File: src/rtl/if_stage_pipe.sv
// Instruction fetch stage: fetch PC, imem request/ready port and IF/ID
// register, with a one-entry stall buffer and delay-slot or squash redirects.
module if_stage_pipe #(
   parameter int unsigned     XLEN       = 32,
   parameter logic [XLEN-1:0] RESET_PC   = '0,
   parameter logic [31:0]     NOP        = 32'h0000_0000,
   parameter int unsigned     DELAY_SLOT = 1
) (
   input  logic            clk,
   input  logic            clr,
   input  logic            stall,
   input  logic [1:0]      pcsource,
   input  logic [XLEN-1:0] bpc,
   input  logic [XLEN-1:0] rpc,
   input  logic [XLEN-1:0] jpc,
   output logic            imem_req,
   output logic [XLEN-1:0] imem_addr,
   input  logic [31:0]     imem_rdata,
   input  logic            imem_ready,
   output logic [XLEN-1:0] pc,
   output logic [XLEN-1:0] d_pc,
   output logic [XLEN-1:0] d_pc4,
   output logic [31:0]     d_inst,
   output logic            d_valid
);

   localparam bit              DS   = (DELAY_SLOT != 0);
   localparam logic [XLEN-1:0] FOUR = XLEN'(4);

   typedef enum logic [1:0] {
      FETCH = 2'd0,
      HOLD  = 2'd1,
      DROP  = 2'd2
   } state_t;

   state_t          state;
   logic [XLEN-1:0] f_pc;
   logic [XLEN-1:0] rp_pc;
   logic            rp_valid;
   logic [XLEN-1:0] b_pc;
   logic [31:0]     b_inst;

   logic [XLEN-1:0] tgt_raw;
   logic [XLEN-1:0] tgt;
   logic [XLEN-1:0] nxt_pc;
   logic            redir;
   logic            squash;
   logic            done;
   logic            ld_ok;
   logic [XLEN-1:0] ld_pc;
   logic [31:0]     ld_inst;

   always_comb begin
      tgt_raw = '0;
      unique case (1'b1)
         pcsource == 2'b01: tgt_raw = bpc;
         pcsource == 2'b10: tgt_raw = rpc;
         pcsource == 2'b11: tgt_raw = jpc;
         default:           tgt_raw = '0;
      endcase
   end

   assign tgt       = tgt_raw & ~XLEN'(3);
   assign redir     = (pcsource != 2'b00) && !stall;
   assign squash    = !DS && redir;
   assign imem_req  = !clr && (state != HOLD);
   assign done      = imem_req && imem_ready;
   assign imem_addr = f_pc;
   assign pc        = f_pc;

   // newest redirect wins over an older pending one
   assign nxt_pc = redir    ? tgt   :
                   rp_valid ? rp_pc :
                   f_pc + FOUR;

   always_comb begin
      ld_ok   = 1'b0;
      ld_pc   = b_pc;
      ld_inst = b_inst;
      if (state == HOLD) begin
         ld_ok = !squash;
      end else if (state == FETCH && done) begin
         ld_ok   = !squash;
         ld_pc   = f_pc;
         ld_inst = imem_rdata;
      end
   end

   always_ff @(posedge clk) begin
      if (clr) begin
         state    <= FETCH;
         f_pc     <= RESET_PC;
         rp_valid <= 1'b0;
         rp_pc    <= '0;
         b_pc     <= '0;
         b_inst   <= NOP;
         d_valid  <= 1'b0;
         d_inst   <= NOP;
         d_pc     <= '0;
         d_pc4    <= FOUR;
      end else begin
         if (!stall) begin
            d_valid <= ld_ok;
            d_inst  <= ld_ok ? ld_inst : NOP;
            if (ld_ok) begin
               d_pc  <= ld_pc;
               d_pc4 <= ld_pc + FOUR;
            end
         end
         unique case (state)
            FETCH: begin
               if (done) begin
                  f_pc     <= nxt_pc;
                  rp_valid <= 1'b0;
                  if (stall) begin
                     state  <= HOLD;
                     b_pc   <= f_pc;
                     b_inst <= imem_rdata;
                  end
               end else if (redir) begin
                  rp_valid <= 1'b1;
                  rp_pc    <= tgt;
                  if (!DS) state <= DROP;
               end
            end
            HOLD: begin
               if (!stall) begin
                  state <= FETCH;
                  if (redir) f_pc <= tgt;
               end
            end
            DROP: begin
               if (done) begin
                  state    <= FETCH;
                  rp_valid <= 1'b0;
                  f_pc     <= nxt_pc;
               end else if (redir) begin
                  rp_pc <= tgt;
               end
            end
            default: state <= FETCH;
         endcase
      end
   end

endmodule
File: config.mk
export PLATFORM = sky130hd
export DESIGN_NAME = if_stage_pipe
export DESIGN_NICKNAME = d
export VERILOG_FILES = /design/src/rtl/if_stage_pipe.sv
export SDC_FILE = /design/constraint.sdc
export NUM_CORES = 1
export LEC_CHECK = 0
export CORE_MARGIN = 1.5
export CORE_UTILIZATION = 40
export CTS_CLUSTER_DIAMETER = 30
export DETAILED_ROUTE_END_ITERATION = 7
export PLACE_DENSITY = 0.68
export SETUP_SLACK_MARGIN = 0.15
export SLEW_MARGIN = 20
export SYNTH_ARGS = -nofsm -noshare
export SYNTH_HDL_FRONTEND = slang
export SYNTH_SLANG_ARGS = --single-unit
File: constraint.sdc
create_clock -name clk -period 5.1 [get_ports clk]
set_input_delay 1.02 -clock clk [delete_from_list [all_inputs] [get_ports clk]]
set_output_delay 1.02 -clock clk [all_outputs]
set_load 0.005 [all_outputs]
==> out/qor.yml <==
status: "complete, no violations"
fillers: 2530
synth_edf_count: 0
start_util_pct: 40.9
ys_seq_area_share_pct: 39.2
antenna_found_initial: 0
critPathTopFamily: "simple AND/OR/NAND/NOR gates"
ys.flop_type: "dfxtp_1"
ctsHoldBuffers: 0
synth_compound_area_share_pct: 24.8
cts_resized: 0
worstPathArrival_ns: 4.41
layout-drive-gt1-share_pct: 9.40
clock_latency_ns: 0.52
cpPeakStageDelay_ns: 0.61
die_w_um: 169
synthAdderAreaFrac_pct: 0.226
clock_sinks: 217
syn_to_final_growth_pct: 37.8
cp.required_ns: 5.50
port_buffers: 281
synth_top_family_by_area: "compound AO/OA/AOI/OAI gates"
finalCriticalPeriod_ns: 4.01
syn_inst: 1394
synth_mux_area_share_pct: 6.80
r2r_slack_ns: 1.71
cts_tree: "built"
finalWirelength_um: 37100
place_inst: 1910
p_per_area_mw_per_mm2: 353
crit_type: "input port to flip-flop"
cp_max_fo: 13
vias_per_cell: 5.66
cp_num_buf_inv: 1
final_cells: 1989
grt_pass1_wl_um: 58600
num_rows: 60
cp-start-kind: "input port"
drv_cap: 0
clk_path_buf_depth: 3
avgSynthCellArea_um2: 7.95
rsz0062_at_grt: "false"
grt_overflow: 0
crit_chain: "clkdlybuf4s50_1, or3b_2, mux2_2, ha_1, nand2_1, nor4_1, o21a_1, a211oi_1, a311o_1"
fin_crit_sh_pct: 78.7
end_kind: "flip-flop"
slowest_stage: "nor4_1"
p_total_mw: 5.39
core_mm2: 0.0271
die-area_mm2: 0.0287
wl_per_cell_um: 18.6
ios: 296
globalplace.congestion: 0.864
cts_setup_buffers: 0
relSlewSlack_pct: 30.4
yosys_warnings: 0
gr-usage-all-layers_pct: 25.2
post-dp-hpwl_um: 24600
die_h_um: 169
synthSimpleGateAreaFrac_pct: 20.3
detail-route-antenna-nets: 0
leakagePower_nw: 5.39
final_common_cell: "clkdlybuf4s50_1"
worst_pin_slew_ns: 1.04
cts-root-buf: "clkbuf_16"
grt_pass1_vias: 10900
fin_tns_setup_ns: 0
nNetsFinal: 1720
clock_skew_ns: 0.0180
vias: 11300
clk_pin_slew_ns: 0.05
drcViolationCount: 0
finalHoldViolCount: 0
htree_levels: 2
cts_buffers: 44
diodes: 0
synth_area_mm2: 0.0111
synth.distinct_cells: 71
yosys.area_share.xor_xnor_pct: 1.27
fmax_mhz: 249
slew_viol_final: 0
peakVddDrop_mv: 0.223
async_flop_share_pct: 0
drt_iter0_drc: 839
drtPass1Iterations: 5
final_cell_mix: "clkdlybuf4s50_1, nand2_1, dfxtp_1, nor2_1, a21oi_1"
setup_viol: 0
grt_start_max_net_pins: 161
holdCritPathClass: "flip-flop to flip-flop"
ys_ff_latch: 217
==> flip-flops by register name, summed over array words and instances, names as in the netlist <==
signal	count
d_inst	32
d_valid	1
b_pc	30
d_pc	30
b_inst	32
imem_addr	30
d_pc4	30
rp_pc	30
state	1
rp_valid	1
==> cells in the mapped netlist, drive strengths merged (13+ instances only) <==
cell	count	area share, %
nor3	27	1.2
a22o	17	1.3
a21oi	121	5.5
mux2	34	3.5
a311o	13	1.2
nand3	41	1.9
o211ai	13	0.88
nand2	220	7.5
o21ai	78	3.6
a211oi	56	3.8
nand4	17	1.0
a221o	35	3.2
mux2i	37	3.3
dfxtp	217	39
nor2	150	5.1
buf	69	3.9
clkbuf	95	3.2
==> layer usage <==
layer  share of wire (%)  vias up  track usage (%)  wire (µm)
met5                   0        -                0          0
met4                 2.5        0             8.20        914
met3                 7.0       73             5.69       2600
met2                  50      410             45.2      18600
met1                  40     5393             29.7      14900
li1                    -     5386                -          -
==> report_power, final <==
group	leakage, nW	switching, mW	internal, mW
Sequential	1.77	0.0940	1.78
Clock	0.694	0.943	1.88
Combinational	2.92	0.334	0.355
==> stage by stage <==
step	setup slack [ns]	hold WS (ns)	utilization, %	instance area, µm²
final	1.09	0.453	56.3	15300
after global routing	0.991	0.465	56.3	15300
after CTS	1.21	0.453	56.3	15300
after detailed placement	0.724	0.445	50.9	13800
after global placement	0.813	0.433	50.9	13800
after floorplan	1.16	0.431	-	11100
==> worst min-delay path, cell delays in order, from the launching register on <==
cell	delay (ns)
dfxtp_1	0.30
nand2_1	0.05
a21oi_1	0.05
==> final timing paths <==
path | from | endpoint | depth (start not counted)
hold / removal | d_pc4[7] | d_pc4[7] | 2
setup / recovery | imem_ready | d_pc4[24] | 9
hold reg to reg | d_pc4[7] | d_pc4[7] | 2
setup reg to reg | imem_addr[5] | imem_addr[31] | 5
==> logic make-up (layout without fill, tap and decap cells) <==
logic type | after synthesis | after routing
flip-flops | 217 | 217
buffers and inverters | 172 | 388
multiplexers | 71 | 71
adder cells (fa/ha/maj) | 2 | 2
AO/OA/AOI/OAI | 406 | 406
AND/OR/NAND/NOR | 509 | 509
other | 1 | 8
XOR/XNOR | 16 | 16
==> layout make-up <==
| cell class | count | area (µm²) | share of cell area [%] |
|---|---|---|---|
| well taps | 372 | 465 | 3.05 |
| clock inverters | 25 | 264 | 1.73 |
| inverters | 8 | 30.0 | 0.197 |
| multi-input cells | 1012 | 5970 | 39.1 |
| clock buffers | 54 | 1210 | 7.93 |
| repair buffers | 301 | 2980 | 19.6 |
| flip-flops and latches | 217 | 4340 | 28.5 |
(Power assumes the default switching activity.)
